--- config.mk ---
export PLATFORM = sky130hd
export DESIGN_NAME = fetch_stage
export DESIGN_NICKNAME = d
export VERILOG_FILES = /design/src/rtl/rv_pkg.sv /design/src/rtl/fetch_pc_gen.sv /design/src/rtl/fetch_stage.sv
export SDC_FILE = /design/constraint.sdc
export NUM_CORES = 1
export LEC_CHECK = 0
export ABC_AREA = 1
export CORE_ASPECT_RATIO = 0.75
export CORE_UTILIZATION = 45
export CTS_CLUSTER_DIAMETER = 150
export CTS_CLUSTER_SIZE = 30
export DETAILED_ROUTE_END_ITERATION = 12
export GPL_ROUTABILITY_DRIVEN = 0
export PLACE_DENSITY = 0.85
export SETUP_SLACK_MARGIN = 0.2
export SLEW_MARGIN = 20
export SYNTH_ARGS = -nofsm -noshare
export SYNTH_HDL_FRONTEND = slang
export SYNTH_SLANG_ARGS = --single-unit
--- constraint.sdc ---
create_clock -name clk -period 4.7 [get_ports clk]
set_clock_uncertainty 0.1 [all_clocks]
set_input_delay 0.705 -clock clk [delete_from_list [all_inputs] [get_ports clk]]
set_output_delay 0.705 -clock clk [all_outputs]
set_load 0.01 [all_outputs]
--- src/rtl/rv_pkg.sv ---
// Shared definitions for the RV32 pipeline.
// Fetch state encoding, reset PC and the canonical NOP.
package rv_pkg;

    localparam logic [31:0] NOP_INSTR        = 32'h0000_0013;
    localparam logic [31:0] DEFAULT_RESET_PC = 32'h0000_0000;

    localparam logic [1:0] ST_BOOT  = 2'd0;
    localparam logic [1:0] ST_RUN   = 2'd1;
    localparam logic [1:0] ST_FAULT = 2'd2;

    function automatic logic [31:0] pc_inc(input logic [31:0] pc);
        return pc + 32'd4;
    endfunction

endpackage

--- src/rtl/fetch_pc_gen.sv ---
// Program counter register and next-PC selection (hold / +4 / redirect).
// FETCH_ALIGN_CHECK_EN keeps the raw target and flags misalignment.
module fetch_pc_gen
    import rv_pkg::*;
#(
    parameter logic [31:0] RESET_PC = DEFAULT_RESET_PC
) (
    input  logic        clk,
    input  logic        reset,
    input  logic        load,
    input  logic        advance,
    input  logic [31:0] target,
    output logic [31:0] pc,
    output logic        misaligned
);

    logic [31:0] target_eff;
    logic [31:0] pc_next;

`ifdef FETCH_ALIGN_CHECK_EN
    assign target_eff = target;
    assign misaligned = target[1:0] != 2'b00;
`else
    assign target_eff = target & 32'hFFFF_FFFC;
    assign misaligned = 1'b0;
`endif

    // Redirect wins over sequential advance.
    always_comb begin
        pc_next = pc;
        if (load) begin
            pc_next = target_eff;
        end else if (advance) begin
            pc_next = pc_inc(pc);
        end
    end

    always_ff @(posedge clk or posedge reset) begin
        if (reset) begin
            pc <= RESET_PC;
        end else begin
            pc <= pc_next;
        end
    end

endmodule

--- src/rtl/fetch_stage.sv ---
// Instruction fetch stage: FSM plus IF/ID register with valid/ready handshake.
// Optional misaligned-redirect trap via FETCH_ALIGN_CHECK_EN.
module fetch_stage
    import rv_pkg::*;
#(
    parameter logic [31:0] RESET_PC = DEFAULT_RESET_PC
) (
    input  logic        clk,
    input  logic        reset,
    output logic [31:0] imem_addr,
    input  logic [31:0] imem_rd,
    input  logic        redirect_valid,
    input  logic [31:0] redirect_pc,
    input  logic        id_ready,
    output logic        id_valid,
    output logic [31:0] id_instr,
    output logic [31:0] id_pc,
    output logic [31:0] id_pc_plus4,
    output logic        fetch_fault
);

    logic [1:0]  state;
    logic [31:0] pc;
    logic        misaligned;
    logic        adv;
    logic        pc_load;
    logic        pc_adv;
    logic        fault_q;

    assign adv     = !id_valid || id_ready;
    assign pc_load = redirect_valid && (state != ST_FAULT);
    assign pc_adv  = (state == ST_RUN) && adv && !redirect_valid;

    fetch_pc_gen #(
        .RESET_PC(RESET_PC)
    ) u_pc_gen (
        .clk       (clk),
        .reset     (reset),
        .load      (pc_load),
        .advance   (pc_adv),
        .target    (redirect_pc),
        .pc        (pc),
        .misaligned(misaligned)
    );

    assign imem_addr   = pc;
    assign fetch_fault = fault_q;

    always_ff @(posedge clk or posedge reset) begin
        if (reset) begin
            state       <= ST_BOOT;
            id_valid    <= 1'b0;
            id_instr    <= NOP_INSTR;
            id_pc       <= 32'h0;
            id_pc_plus4 <= 32'h4;
            fault_q     <= 1'b0;
        end else begin
            unique case (state)
                ST_BOOT: begin
                    if (redirect_valid && misaligned) begin
                        state   <= ST_FAULT;
                        fault_q <= 1'b1;
                    end else begin
                        state <= ST_RUN;
                    end
                end
                ST_RUN: begin
                    if (redirect_valid) begin
                        // Flush; decode still takes the old word if ready.
                        id_valid <= 1'b0;
                        if (misaligned) begin
                            state   <= ST_FAULT;
                            fault_q <= 1'b1;
                        end
                    end else if (adv) begin
                        id_valid    <= 1'b1;
                        id_instr    <= imem_rd;
                        id_pc       <= pc;
                        id_pc_plus4 <= pc_inc(pc);
                    end
                end
                ST_FAULT: begin
                    if (id_ready) begin
                        id_valid <= 1'b0;
                    end
                end
                default: begin
                    state <= ST_BOOT;
                end
            endcase
        end
    end

endmodule

==> metrics.csv, run 1 <==
metric,value,unit
outcome,"complete, no violations",
worst hold slack,0.365,ns
Setup Buffers After CTS,0,
Routed WL per cell,15.2,um
Crit. End Element,register,
area occupied by multi-input gates,0.00220,sq mm
proportion of synthesized area in mux cells,0,
Synth cell types,26,
Seq. cell area,0.00311,sq mm
Compound-Gate Fraction of Synth Area,0.0548,
layout net count,958,
clk_lat worst skew,0.42,ns
"Cell Chain, Critical Path",clkdlybuf4s50_1 -> buf_4 -> inv_1 -> nand3_4 -> inv_2 -> buf_4 -> nand3_1 -> nand2_1,
vias in the first global route,5107,
# hold bufs at CTS,0,
Clock Path Buffers,2,
# DRC,0,
simple-gate share of the synthesized area,0.322,
register area share after synthesis,0.549,
Die X,132,um
Post-Syn Instances,703,
hpwl dp,11.3,mm
Mapped Avg Cell Area,8.06,sq um
Buffers on Ports,188,
Sink Count,124,
Ys Warns,0,
clock-pin slew on the worst setup and hold paths,0.05,ns
P_leak,0.00399,uW
measured slew at the worst slew-check pin,0.855,ns
Peak VDD IR,0.279,mV
Final Hold Viols,0,
Inst Count DP,1036,
Final Power,3590,uW
Rows,35,
drt first pass iters,5,
max frequency,0.329,GHz
vias per cell,4.91,
Syn Std Cell Area,0.00566,sq mm
clk root buf,clkbuf_16,
"most common cell after layout, fill and taps aside",nand2_1,
htree depth,4,
Seq cells post-synth,124,
cts repair resizes,0,
Area Overhead vs Synth,46.2,%
diode count,0,
Ports,198,
Min-Delay Path Class,reg2reg,
endpoints failing setup,0,
"Max FO, Critical Path",46,
Startpoint Class,input port,
Tcrit/Tclk final,0.647,
Reg2Reg Setup Slack,2.19,ns
Rel. slew slack,0.429,
Filler Cells Inserted,990,
global-route wire length before repair,26.7,mm
post-synthesis xor/xnor area fraction,0.00155,
WL final,16.3,mm
CTS tree,yes,
Setup Crit Path Kind,in2reg,
shortest period the worst path allows,3.04,ns
synthesized-area fraction occupied by adder cells,0.00221,
largest net degree at the start of global routing,88,
ANT nets after route,0,
final setup TNS,0,ns
Core Box Area,0.0123,sq mm
Final Non-Filler Cells,1068,
max-cap violations,0,
most frequent cell on the critical path,buf_4,
largest family of logic cells by synthesized area,simple AND/OR/NAND/NOR gates,
RSZ-0062 raised after global routing,false,
crit path DAT,3.29,ns
aggregate global-route resource usage,0.267,
pwr/cell area,434,mW/mm^2
final slew viol count,0,
Crit-path slowest cell,inv_2,
"commonest cells after routing, fill and taps aside","nand2_1 (326), clkdlybuf4s50_1 (188), dfrtp_1 (120)",
via count,5249,
DR iter-0 viols,323,
worst endpoint required time,4.95,ns
total gr overflow,0,
Starting Density,0.462,
layout cells sized above 1,0.0754,
Die ar.,0.0130,sq mm
die height,99.2,um
largest stage delay on the critical path,0.76,ns
initial antenna violation count,0,
CTS Buf Count,17,
[synth_stat cells, drive strengths merged]
| library cell | n | share of area |
|---|---|---|
| a21oi | 1 | 0.00088 |
| and2 | 2 | 0.0022 |
| buf | 24 | 0.027 |
| clkbuf | 8 | 0.0053 |
| conb | 2 | 0.0013 |
| dfrtp | 120 | 0.53 |
| dfstp | 4 | 0.019 |
| ha | 1 | 0.0022 |
| inv | 55 | 0.036 |
| nand2 | 333 | 0.23 |
| nand3 | 54 | 0.051 |
| nor2 | 38 | 0.040 |
| o211ai | 5 | 0.0066 |
| o21a | 1 | 0.0013 |
| o21ai | 52 | 0.046 |
| or2 | 2 | 0.0022 |
| xnor2 | 1 | 0.0015 |
[kinds of logic after synthesis]
family / Yosys count
AO/OA/AOI/OAI: 59
XOR/XNOR: 1
adder cells (fa/ha/maj): 1
buffers and inverters: 87
flip-flops: 124
other: 2
AND/OR/NAND/NOR: 429
[stage by stage]
step	cell area, sq um	setup WS, ns	utilization
finish	8280	1.66	0.675
global route	8280	1.41	0.675
detailed placement	7650	1.19	0.624
floorplan	5690	0.602	-
global placement	7650	1.25	0.624
CTS	8280	1.61	0.675
[routing by layer]
metal | vias up | wire (um) | track usage
met2 | 199 | 7200 | 0.397
li1 | 2543 | - | -
met1 | 2476 | 7250 | 0.357
met4 | 0 | 342 | 0.101
met3 | 31 | 1460 | 0.100
met5 | - | 0 | 0
[where the power goes]
part | leakage [uW] | internal (uW) | switching (uW)
Clock | 0.000299 | 912 | 472
Combinational | 0.00215 | 437 | 389
Sequential | 0.00154 | 1250 | 134
[final cells by class]
cell class / count / area share
clock inverter: 11 / 0.0201
inverter: 55 / 0.0252
sequential: 124 / 0.375
clock buffer: 21 / 0.0556
tap: 166 / 0.0251
multi-input combinational: 498 / 0.265
timing repair buffer: 193 / 0.233
[flip-flops by register name, summed over array words and instances (netlist names)]
name and flops:
id_instr 32, id_valid 1, id_pc_plus4 30, id_pc 30
state 1, u_pc_gen.pc 30
[final timing paths]
path                                start         endpoint  cells past startpoint
setup / recovery           redirect_valid  id_pc_plus4[24]                      8
hold / removal                id_instr[4]      id_instr[4]                      2
setup reg to reg                 id_valid  id_pc_plus4[24]                      7
hold reg to reg               id_instr[4]      id_instr[4]                      2
max in group asynchronous           reset   id_pc_plus4[2]                      3
min in group asynchronous           reset     id_instr[31]                      2
[worst max-delay path, delay by kind of cell]
| family | cells | cell delay, ns |
|---|---|---|
| AND/OR/NAND/NOR | 3 | 0.57 |
| buffers and inverters | 5 | 1.98 |
No activity file was read; power rests on OpenSTA's default activity.
==> run 2: changes to the inputs <==
==> constraint.sdc (replaced) <==
create_clock -name clk -period 3.1 [get_ports clk]
set_clock_uncertainty 0.1 [all_clocks]
set_input_delay 0.465 -clock clk [delete_from_list [all_inputs] [get_ports clk]]
set_output_delay 0.465 -clock clk [all_outputs]
set_load 0.01 [all_outputs]
==> run 2 against run 1 <==
Compared with the run above: non-clock buffer count grew 1; setup slack lost 0.62 ns; register-to-register slack lost 1.0 ns; worst hold slack gained 0.0040 ns.
==> metrics.csv, run 2 (synthesized netlist as in run 1, its figures left out) <==
metric,value,unit,change
ANT nets after route,0,,unchanged
diode count,0,,unchanged
Ports,198,,unchanged
"commonest cells after routing, fill and taps aside","nand2_1 (326), clkdlybuf4s50_1 (188), dfrtp_1 (120)",,unchanged
Area Overhead vs Synth,46.2,%,about the same
Core Box Area,0.0123,sq mm,unchanged
Startpoint Class,register,,was input port
Setup Buffers After CTS,0,,unchanged
largest stage delay on the critical path,0.60,ns,was 0.76 ns
"Max FO, Critical Path",6,,was 46
via count,5227,,"was 5,249"
hpwl dp,10.9,mm,was 11.3 mm
Rows,35,,unchanged
# hold bufs at CTS,0,,unchanged
drt first pass iters,5,,unchanged
Final Hold Viols,0,,unchanged
Clock Path Buffers,2,,unchanged
worst endpoint required time,2.53,ns,was 4.95 ns
htree depth,4,,unchanged
Filler Cells Inserted,983,,was 990
total gr overflow,0,,unchanged
Rel. slew slack,0.572,,was 0.429
vias per cell,4.89,,was 4.91
Setup Crit Path Kind,reg2out,,was in2reg
Tcrit/Tclk final,0.665,,
area occupied by multi-input gates,0.00220,sq mm,unchanged
switching power,1500,uW,was 996 uW
vias in the first global route,5120,,"was 5,107"
Min-Delay Path Class,reg2reg,,unchanged
Reg2Reg Setup Slack,1.17,ns,was 2.19 ns
combined buffer and inverter count along the critical path,1,,was 5
Crit. End Element,output port,,was register
final slew viol count,0,,unchanged
die height,99.2,um,unchanged
clk_lat worst skew,0.41,ns,was 0.42 ns
Comb power frac,0.233,,was 0.230
layout net count,959,,was 958
measured slew at the worst slew-check pin,0.642,ns,was 0.855 ns
final setup TNS,0,ns,unchanged
clock-pin slew on the worst setup and hold paths,0.06,ns,was 0.05 ns
Buffers on Ports,188,,unchanged
crit path DAT,1.50,ns,was 3.29 ns
RSZ-0062 raised after global routing,false,,unchanged
# DRC,0,,unchanged
Pint,3860,uW,was 2600 uW
shortest period the worst path allows,2.06,ns,
Die ar.,0.0130,sq mm,unchanged
layout cells sized above 1,0.0764,,was 0.0754
"most common cell after layout, fill and taps aside",nand2_1,,unchanged
CTS Buf Count,17,,unchanged
pwr/cell area,647,mW/mm^2,was 434 mW/mm^2
Routed WL per cell,14.9,um,was 15.2 um
WL final,15.9,mm,was 16.3 mm
flip-flop count of the largest register after layout,32,,unchanged
Peak VDD IR,0.378,mV,was 0.279 mV
sw frac,0.280,,was 0.277
post-place instance area,0.00768,sq mm,was 0.00765 sq mm
Sink Count,124,,unchanged
clk root buf,clkbuf_16,,unchanged
sequential power share,0.390,,was 0.385
DR iter-0 viols,358,,was 323
final instance area,0.00828,sq mm,about the same
Starting Density,0.462,,unchanged
register name with the most flops,id_instr,,unchanged
"Cell Chain, Critical Path",clkdlybuf4s50_1,,was clkdlybuf4s50_1 -> buf_4 -> inv_1 -> nand3_4 -> inv_2 -> buf_4 -> nand3_1 -> nand2_1
CTS tree,yes,,unchanged
aggregate global-route resource usage,0.261,,was 0.267
Die X,132,um,unchanged
largest net degree at the start of global routing,125,,was 88
clock power share,0.377,,was 0.385
P_leak,0.00398,uW,was 0.00399 uW
Seq. cell area,0.00311,sq mm,unchanged
outcome,"complete, no violations",,unchanged
cts repair resizes,0,,unchanged
top cell family by delay on the critical path,buffers and inverters,,unchanged
global-route wire length before repair,26.4,mm,was 26.7 mm
Crit-path slowest cell,clkdlybuf4s50_1,,was inv_2
initial antenna violation count,0,,unchanged
max frequency,0.485,GHz,
max-cap violations,0,,unchanged
endpoints failing setup,0,,unchanged
## run 2: cell type report
cell class                      count  area share
Sequential cell                   124       0.375
Multi-Input combinational cell    498       0.266
Timing Repair Buffer              194       0.236
Clock buffer                       21      0.0556
Inverter                           55      0.0254
Tap cell                          166      0.0251
Clock inverter                     11      0.0172
## run 2: per-stage QoR
stage / utilization / cells / hold slack (ns) / power, uW / setup WS (ns)
after CTS: 0.675 / 1069 / 0.369 / 5390 / 1.03
final: 0.675 / 1069 / 0.369 / 5360 / 1.04
after global placement: 0.626 / 1037 / 0.354 / 3330 / 0.756
after global routing: 0.675 / 1069 / 0.395 / 5630 / 0.990
after floorplan: - / 709 / 0.372 / 2600 / 1.01
after detailed placement: 0.626 / 1037 / 0.360 / 3360 / 0.702
## run 2: worst register-to-register path, stage by stage, from the launching register on
cell     delay, ns
dfrtp_1       0.39
inv_1         0.08
or2_1         0.16
nand3_4       0.10
inv_2         0.37
buf_4         0.35
nand2_1       0.15
o21a_1        0.13
## run 2: power groups by stage
stage          registers, uW  logic [uW]  clock network [uW]
6_report                2090        1250                2020
5_1_grt                 2130        1370                2130
3_3_place_gp            2100        1230                   0
4_1_cts                 2080        1260                2040
3_5_place_dp            2100        1260                   0
2_1_floorplan           2210         393                   0
## run 2: per-layer routing
layer  GRT usage  vias to the layer above  share of wire
li1            -                     2541              -
met2       0.390                      194           0.44
met1       0.360                     2470           0.46
met3      0.0917                       22          0.090
met5           0                        -              0
met4      0.0742                        0          0.014
## run 2: path summary, 6_finish.rpt
kind                                start            to  depth (start not counted)
min                           id_instr[1]   id_instr[1]                          2
max                        u_pc_gen.pc[4]  imem_addr[4]                          1
min in group asynchronous           reset   id_instr[7]                          3
max in group asynchronous           reset      id_valid                          3
min reg2reg                   id_instr[1]   id_instr[1]                          2
max reg2reg                      id_valid      id_pc[2]                          7
